**src/rtl/fir_axis_tx_if.sv**
```systemverilog
// AXI-Stream beat bus between the sample transmitter and the FIR slave port.
// The master drives the beat fields; the slave returns tready.
interface fir_axis_tx_if;
    logic [15:0] tdata;
    logic [3:0]  tkeep;
    logic        tlast;
    logic        tvalid;
    logic        tready;

    modport master (output tdata, tkeep, tlast, tvalid, input tready);
    modport slave  (input tdata, tkeep, tlast, tvalid, output tready);
endinterface

```
**src/rtl/fir_axis_tx.sv**
```systemverilog
// Sample FIFO feeding framed AXI-Stream beats toward the FIR, with an idle gap
// after each frame, an occupancy level for the DVS controller and a frame counter.
//
// state | meaning
// IDLE  | waiting for enable and a non-empty FIFO; latches frame length
// SEND  | streaming FIFO head; tvalid follows FIFO non-empty
// GAP   | GAP_CYCLES idle cycles after a frame's last beat
module fir_axis_tx #(
    parameter int DEPTH      = 16,
    parameter int GAP_CYCLES = 2
) (
    input  logic                    clk,
    input  logic                    reset,
    input  logic                    wr_valid_i,
    input  logic [15:0]             wr_data_i,
    output logic                    wr_ready_o,
    input  logic                    enable_i,
    input  logic [7:0]              frame_len_i,
    fir_axis_tx_if.master           m_axis_fir,
    output logic [$clog2(DEPTH):0]  fill_level_o,
    output logic [1:0]              load_level_o,
    output logic [15:0]             frames_sent_o
);
    localparam int AW = $clog2(DEPTH);
    localparam logic [AW:0] FULL = (AW+1)'(DEPTH);
    localparam logic [AW:0] Q1   = (AW+1)'(DEPTH / 4);
    localparam logic [AW:0] Q2   = (AW+1)'(DEPTH / 2);
    localparam logic [AW:0] Q3   = (AW+1)'((3 * DEPTH) / 4);
    localparam int          GAP_M1   = (GAP_CYCLES > 0) ? GAP_CYCLES - 1 : 0;
    localparam logic [15:0] GAP_LOAD = 16'(GAP_M1);

    typedef enum logic [1:0] {IDLE, SEND, GAP} state_t;

    state_t        state_q, state_d;
    logic [15:0]   mem_q [DEPTH];
    logic [AW-1:0] wr_ptr_q, rd_ptr_q;
    logic [AW:0]   fill_q;
    logic [1:0]    load_q, load_d;
    logic [7:0]    len_q, len_d;
    logic [7:0]    beat_q, beat_d;
    logic [15:0]   gap_q, gap_d;
    logic [15:0]   frames_q, frames_d;
    logic          push, pop, tvalid, tlast;

    // wr_ready takes no credit for a same-cycle pop, and is low during reset
    assign wr_ready_o = !reset && (fill_q != FULL);
    assign push       = wr_valid_i && wr_ready_o;
    assign pop        = tvalid && m_axis_fir.tready;

    assign tvalid = (state_q == SEND) && (fill_q != '0);
    assign tlast  = tvalid && (beat_q == len_q - 8'd1);

    assign m_axis_fir.tvalid = tvalid;
    assign m_axis_fir.tlast  = tlast;
    assign m_axis_fir.tkeep  = tvalid ? 4'b0011 : 4'b0000;
    assign m_axis_fir.tdata  = tvalid ? mem_q[rd_ptr_q] : 16'h0000;

    assign fill_level_o  = fill_q;
    assign load_level_o  = load_q;
    assign frames_sent_o = frames_q;

    always_ff @(posedge clk) begin
        if (push) mem_q[wr_ptr_q] <= wr_data_i;
    end

    always_ff @(posedge clk or posedge reset) begin
        if (reset) begin
            wr_ptr_q <= '0;
            rd_ptr_q <= '0;
            fill_q   <= '0;
        end else begin
            if (push) wr_ptr_q <= wr_ptr_q + 1'b1;
            if (pop)  rd_ptr_q <= rd_ptr_q + 1'b1;
            case ({push, pop})
                2'b10:   fill_q <= fill_q + 1'b1;
                2'b01:   fill_q <= fill_q - 1'b1;
                default: fill_q <= fill_q;
            endcase
        end
    end

    always_comb begin
        if (fill_q < Q1)      load_d = 2'b00;
        else if (fill_q < Q2) load_d = 2'b01;
        else if (fill_q < Q3) load_d = 2'b10;
        else                  load_d = 2'b11;
    end

    always_comb begin
        state_d  = state_q;
        len_d    = len_q;
        beat_d   = beat_q;
        gap_d    = gap_q;
        frames_d = frames_q;
        case (state_q)
            IDLE: begin
                if (enable_i && (fill_q != '0)) begin
                    state_d = SEND;
                    len_d   = (frame_len_i == 8'd0) ? 8'd1 : frame_len_i;
                    beat_d  = 8'd0;
                end
            end
            SEND: begin
                if (pop) begin
                    beat_d = beat_q + 8'd1;
                    if (tlast) begin
                        frames_d = frames_q + 16'd1;
                        if (GAP_CYCLES == 0) begin
                            state_d = IDLE;
                        end else begin
                            state_d = GAP;
                            gap_d   = GAP_LOAD;
                        end
                    end
                end
            end
            GAP: begin
                if (gap_q == 16'd0) state_d = IDLE;
                else                gap_d   = gap_q - 16'd1;
            end
            default: state_d = IDLE;
        endcase
    end

    always_ff @(posedge clk or posedge reset) begin
        if (reset) begin
            state_q  <= IDLE;
            len_q    <= 8'd1;
            beat_q   <= 8'd0;
            gap_q    <= 16'd0;
            frames_q <= 16'd0;
            load_q   <= 2'b00;
        end else begin
            state_q  <= state_d;
            len_q    <= len_d;
            beat_q   <= beat_d;
            gap_q    <= gap_d;
            frames_q <= frames_d;
            load_q   <= load_d;
        end
    end
endmodule

```
**src/flat_wrapper.sv**
```systemverilog
// flat-port wrapper written by rule: the top's interface ports become plain ports
module fir_axis_tx_flat 
#(
    parameter int DEPTH      = 16,
    parameter int GAP_CYCLES = 2
)
  (clk, reset, wr_valid_i, wr_data_i, wr_ready_o, enable_i, frame_len_i, fill_level_o, load_level_o, frames_sent_o, m_axis_fir_tdata, m_axis_fir_tkeep, m_axis_fir_tlast, m_axis_fir_tvalid, m_axis_fir_tready);
  fir_axis_tx_if m_axis_fir_i ();
  input  logic clk;
  input  logic reset;
  input  logic wr_valid_i;
  input  logic [15:0] wr_data_i;
  output logic wr_ready_o;
  input  logic enable_i;
  input  logic [7:0] frame_len_i;
  output logic [$clog2(DEPTH):0] fill_level_o;
  output logic [1:0] load_level_o;
  output logic [15:0] frames_sent_o;
  output wire logic [$bits(m_axis_fir_i.tdata)-1:0] m_axis_fir_tdata;
  output wire logic [$bits(m_axis_fir_i.tkeep)-1:0] m_axis_fir_tkeep;
  output wire logic [$bits(m_axis_fir_i.tlast)-1:0] m_axis_fir_tlast;
  output wire logic [$bits(m_axis_fir_i.tvalid)-1:0] m_axis_fir_tvalid;
  input wire logic [$bits(m_axis_fir_i.tready)-1:0] m_axis_fir_tready;
  assign m_axis_fir_tdata = m_axis_fir_i.tdata;
  assign m_axis_fir_tkeep = m_axis_fir_i.tkeep;
  assign m_axis_fir_tlast = m_axis_fir_i.tlast;
  assign m_axis_fir_tvalid = m_axis_fir_i.tvalid;
  assign m_axis_fir_i.tready = m_axis_fir_tready;
  fir_axis_tx #(.DEPTH(DEPTH), .GAP_CYCLES(GAP_CYCLES)) u_core (.clk(clk), .reset(reset), .wr_valid_i(wr_valid_i), .wr_data_i(wr_data_i), .wr_ready_o(wr_ready_o), .enable_i(enable_i), .frame_len_i(frame_len_i), .m_axis_fir(m_axis_fir_i), .fill_level_o(fill_level_o), .load_level_o(load_level_o), .frames_sent_o(frames_sent_o));
endmodule
```
**config.mk**
```make
export PLATFORM = sky130hd
export DESIGN_NAME = fir_axis_tx_flat
export DESIGN_NICKNAME = d
export VERILOG_FILES = /design/src/rtl/fir_axis_tx_if.sv /design/src/rtl/fir_axis_tx.sv /design/src/flat_wrapper.sv
export SDC_FILE = /design/constraint.sdc
export NUM_CORES = 1
export LEC_CHECK = 0
export BUFFER_PORTS_ARGS = -buffer_cell sky130_fd_sc_hd__buf_2
export CORE_AREA = 2 2 225 139
export CTS_BUF_LIST = sky130_fd_sc_hd__clkbuf_8 sky130_fd_sc_hd__clkbuf_16
export CTS_CLUSTER_SIZE = 8
export DETAILED_ROUTE_END_ITERATION = 16
export DIE_AREA = 0 0 227 141
export SLEW_MARGIN = 20
export SYNTH_ARGS = -nofsm -noshare
export SYNTH_HDL_FRONTEND = slang
export SYNTH_SLANG_ARGS = --single-unit
```
**constraint.sdc**
```tcl
create_clock -name clk -period 4.55 [get_ports clk]
set_clock_uncertainty 0.1 [all_clocks]
set_input_delay 0.6825 -clock clk [delete_from_list [all_inputs] [get_ports clk]]
set_output_delay 0.6825 -clock clk [all_outputs]
set_load 0.01 [all_outputs]
```
# Word level (Yosys, flattened, before mapping)
# Memories as Yosys holds them, arrays and structs flattened.
# Index checks and enable logic that the tools add are counted.
# totals
reg_bits,65
ram_bits,256
input_bits,29
output_inout_bits,46
elab_cells,72
mem_count,1
# memory_table
memory,words,word_bits,rd,rd_clocked_by_memory_dff,wr,line,source
u_core.mem_q,16,16,1,0,1,fir_axis_tx.sv:35,logic [15:0] mem_q [DEPTH];
# classes
add_sub_neg,8
magnitude_cmp,3
n_eq_ne,11
n_mux,21
reduce_logical,19
# ops
operator,count
$mux W16,4
$pmux W16 S2,1
$mux W8,3
$add A16 B1 Y16 const B,1
$logic_not A16 Y1,1
$pmux W8 S2,1
$sub A16 B1 Y16 const B,1
$mux W2,7
$lt A5 B4 Y1 const B,2
$pmux W5 S2,1
$add A4 B1 Y4 const B,2
$add A8 B1 Y8 const B,1
$eq A8 B8 Y1,1
$logic_not A8 Y1,1
$reduce_and A4 Y1,2
$sub A8 B1 Y8 const B,1
$logic_and A1 B1 Y1,6
$ne A2 B1 Y1 const B,3
$pmux W2 S3,1
$reduce_and A3 Y1,2
$reduce_bool A2 Y1,3
$add A5 B1 Y5 const B,1
$lt A5 B3 Y1 const B,1
$ne A5 B5 Y1 const B,1
9 further kinds,14

# Logic depth before layout (Yosys ltp)
# logic_depth
depth_word,6
mapped_depth,15
mapped_depth_nobuf,14

# Least setup slack after synthesis
# No wires, ideal clock.
# synth_path
kind,in2reg
from,in reset
to,mem u_core.mem_q[1][0] (enable)
arrival_time_ns,3.056
slack_ns,0.964
path_stages,5
n_path_buf,1
cell_sequence,a31oi_1 -> and2_1 -> clkbuf_1 -> inv_1 -> nor4_1
# synth_via
elab_chain_cells,5
# synth_rtl
item,line,source
start: declaration,flat_wrapper.sv:10,input logic reset;
$logic_not A1 Y1 (no line),-,
$logic_and A1 B1 Y1,fir_axis_tx.sv:46,assign wr_ready_o = !reset && (fill_q != FULL);
$logic_and A1 B1 Y1,fir_axis_tx.sv:47,assign push = wr_valid_i && wr_ready_o;
$mux W1,fir_axis_tx.sv:63,if (push) mem_q[wr_ptr_q] <= wr_data_i;
$mux W1 (implied by the code),fir_axis_tx.sv:63,
end: declaration,fir_axis_tx.sv:35,
# Every way passes these cells.

# Worst setup path after layout
# layout_path
from,reg u_core.rd_ptr_q[0]
to,out m_axis_fir_tdata[3]
# layout_via
elab_chain_cells,2
# layout_rtl
item,line,source
start: declaration,fir_axis_tx.sv:36,"logic [AW-1:0] wr_ptr_q, rd_ptr_q;"
start signal: assignment,fir_axis_tx.sv:73,if (pop) rd_ptr_q <= rd_ptr_q + 1'b1;
$mem_v2 Z16 W16,-,
$mux W16,fir_axis_tx.sv:56,assign m_axis_fir.tdata = tvalid ? mem_q[rd_ptr_q] : 16'h0000;
end: declaration,flat_wrapper.sv:19,output wire logic [$bits(m_axis_fir_i.tdata)-1:0] m_axis_fir_tdata;
# Every way passes these cells.

==> flow_summary.ini <==
[final_layout]
nFillCells = 2488
nNetsFinal = 897
area.growth.synth_to_final_pct = 17.2
drive_gt1_frac = 0.306

[die]
die_w_um = 227
start_util = 0.439
dieArea_um2 = 32000
io_pins = 75
std_cell_rows = 50
die_h_um = 141
core_um2 = 30300

[setup_path]
cp.depth = 5
crit_chain = buf_12 > mux4_2 > mux4_2 > nor2b_1 > buf_2
cp_top_family = multiplexers
r2r-end = u_core.fill_level_o[4]
startpoint = u_core.rd_ptr_q[0]
end_kind = output port
path_class = register to output port
cpMostUsedCell = mux4_2
start_kind = register
crit_slowest_cell = dfrtp_4
ff2ff_path_depth = 14
r2r-start = u_core.fill_level_o[1]
slowest_delay_ps = 680
rrSetupSlack_ps = 1110
worst-path-buf-inv = 2
worstPathRequired_ps = 3770
cp_max_fo = 48
arrival_ps = 3050

[pwr]
peakVddDrop_mv = 0.272
total_power_uw = 6900
netSwitchingFraction = 0.227
seqPwrFrac = 0.499
power_leakage_uw = 0.00557
p_clk_frac = 0.434
p_int_uw = 5330
power_frac_comb = 0.066
power_density_nw_per_um2 = 443
p_sw_uw = 1570

[timing]
setup_viol = 0
hold_viol = 0
slew_violations = 0
relSlewSlack = 0.263
min_period_ps = 3830
setup_tns_ps = 0
rsz0062_at_grt = no
period_share = 0.842
fmax_mhz = 261
tightest_slew_ps = 1110

[grt]
grt_pass1_vias = 7349
overflow = 0
grt_max_degree = 49
antenna_found_initial = 1
gr-usage-all-layers = 0.191
grt_pass1_wl_um = 45100

[detailed_routing]
ant_nets = 0
vias = 7014
drc_errors = 0
wl_per_cell_um = 22.8
viasPerCell = 5.45
drt-initial-drc-count = 612
wl_um = 29300
drtPass1Iterations = 6

[clock_network]
htreeDepth = 2
cts_made_buffers = 46
clock_path_buffers = 3
cts_setup_buffers = 0
cts_tree = done
cts_root_buffer = clkbuf_16
clk_latency_ps = 540
clk_pin_slew_worst_paths_ps = 50
cts_hold_buf = 0
cts_resized = 0
clkSinkCount = 321

[place]
gp_congestion = 0.783
portBuffers = 72
place_hpwl_um = 17800

[logic_synthesis]
synth_cell_type_count = 55
synth_top_area_frac = 0.578
synthCells = 741
syn_area_per_cell_um2 = 17.9
yosys.area.top_type = edfxtp_1
synth_commonest_cells = edfxtp_1, mux4_2, dfrtp_1
synth_seq_cells = 321
synth.cell_area_um2 = 13300
synth_edf_count = 256
synth_seq_area_share = 0.701
synth_flop_cell = edfxtp_1
yosys-top-cells-area = edfxtp_1, mux4_2, dfrtp_1
yosysWarnings = 0
synthArstFlopShare = 0.202
yosysMostFrequentCell = edfxtp_1

[hold_path]
worstHoldPathType = input port to async pin

[job]
maxCapViolCount = 0

[status]
outcome = complete, no violations
worst register-to-register path, delay by kind of cell (launching register included):
family	cells	cell delay [ps]
buffers and inverters	4	550
AND/OR/NAND/NOR	3	800
flip-flops	1	450
adder cells (fa/ha/maj)	2	580
AO/OA/AOI/OAI	3	520
XOR/XNOR	2	300
stage by stage:
stage                     cell area (µm²)   util  hold WS, ps  std cells  setup slack, ps
after floorplan                     13300      -          368        742              964
after global placement              14300  0.473          353       1222             1250
after detailed placement            14300  0.473          367       1222             1110
after CTS                           15600  0.514          219       1286              656
after global routing                15600  0.514          276       1286              542
final                               15600  0.514          212       1287              718
cells in the final DEF, fill, tap and decap left out, types with 2 or more instances in the layout:
cell       synthesis  layout
nand2b_1           3       3
or3_1              4       4
clkbuf_16          0      47
nor2b_1           16      16
and2b_2            2       2
a21o_1             4       4
nor3_2             5       9
nand2_1           35      35
xor2_1            26      26
buf_4              5      24
nand3b_1           2       2
edfxtp_1         256     256
ha_1              13      13
nor3_1            15      11
and2_1             6       6
mux4_2            80      80
nor4_1             9       5
or4_1              3       3
nand3_1            7       7
inv_1             22      35
nor4_2             0       4
o21ai_0           12      12
buf_12             0       3
o2111a_1           2       2
and3_1             8       8
a21oi_1            4       4
mux2_2             6       6
conb_1             1       2
or2_2              3       3
dfrtp_1           64      62
buf_2              2      72
o211a_1            2       2
nor2_1            37      37
xnor2_1           26      26
nand4_1           12      12
logic make-up after synthesis:
kind of cell               count (synthesis)  synth area share
other                                      1          0.000282
DFF                                      321             0.701
xor gates and xnor gates                  52            0.0343
muxes                                     87             0.141
adders and majority gates                 14            0.0137
buffers and inverters                     57            0.0183
and+or+nand+nor                          174            0.0707
AOI/OAI and AO/OA                         35            0.0203
power groups by stage:
stage | Combinational (µW) | Clock (µW) | Sequential [µW]
final | 457 | 3000 | 3450
after global routing | 499 | 3200 | 3460
after CTS | 462 | 3070 | 3450
after detailed placement | 457 | 0 | 3500
after global placement | 439 | 0 | 3490
after floorplan | 255 | 0 | 3460
sequential cells by signal, summed over array words and instances, names as in the netlist:
name                  flops
u_core.mem_q            256
u_core.beat_q             8
u_core.state_q            2
u_core.wr_ptr_q           4
u_core.load_level_o       2
u_core.fill_level_o       5
u_core.len_q              8
u_core.frames_sent_o     16
u_core.rd_ptr_q           4
u_core.gap_q             16
worst max-delay path by stage:
stage	to
3_5_place_dp	u_core.fill_level_o[4]
4_1_cts	m_axis_fir_tdata[8]
5_1_grt	m_axis_fir_tdata[3]
3_3_place_gp	m_axis_fir_tdata[12]
6_report	m_axis_fir_tdata[3]
2_1_floorplan	u_core.mem_q[1][0]
per-layer routing:
layer  wire length (µm)  vias up  global-route usage  share of wire
li1                   -     3110                   -              -
met1              14000     3676               0.289           0.48
met2              13300      195               0.281           0.45
met3               1740       33              0.0440          0.059
met4                354        0              0.0468          0.012
met5                  0        -                   0              0
final cells by class:
cell class / count / area [µm²] / area share
Multi-Input combinational cell: 364 / 3780 / 0.243
Sequential cell: 321 / 9320 / 0.598
Clock buffer: 47 / 1180 / 0.0755
Tap cell: 416 / 520 / 0.0334
Timing Repair Buffer: 99 / 601 / 0.0386
Clock inverter: 17 / 90.1 / 0.00578
Antenna cell: 1 / 2.50 / 0.000161
Inverter: 22 / 82.6 / 0.00530
No activity file was read; power rests on OpenSTA's default activity.
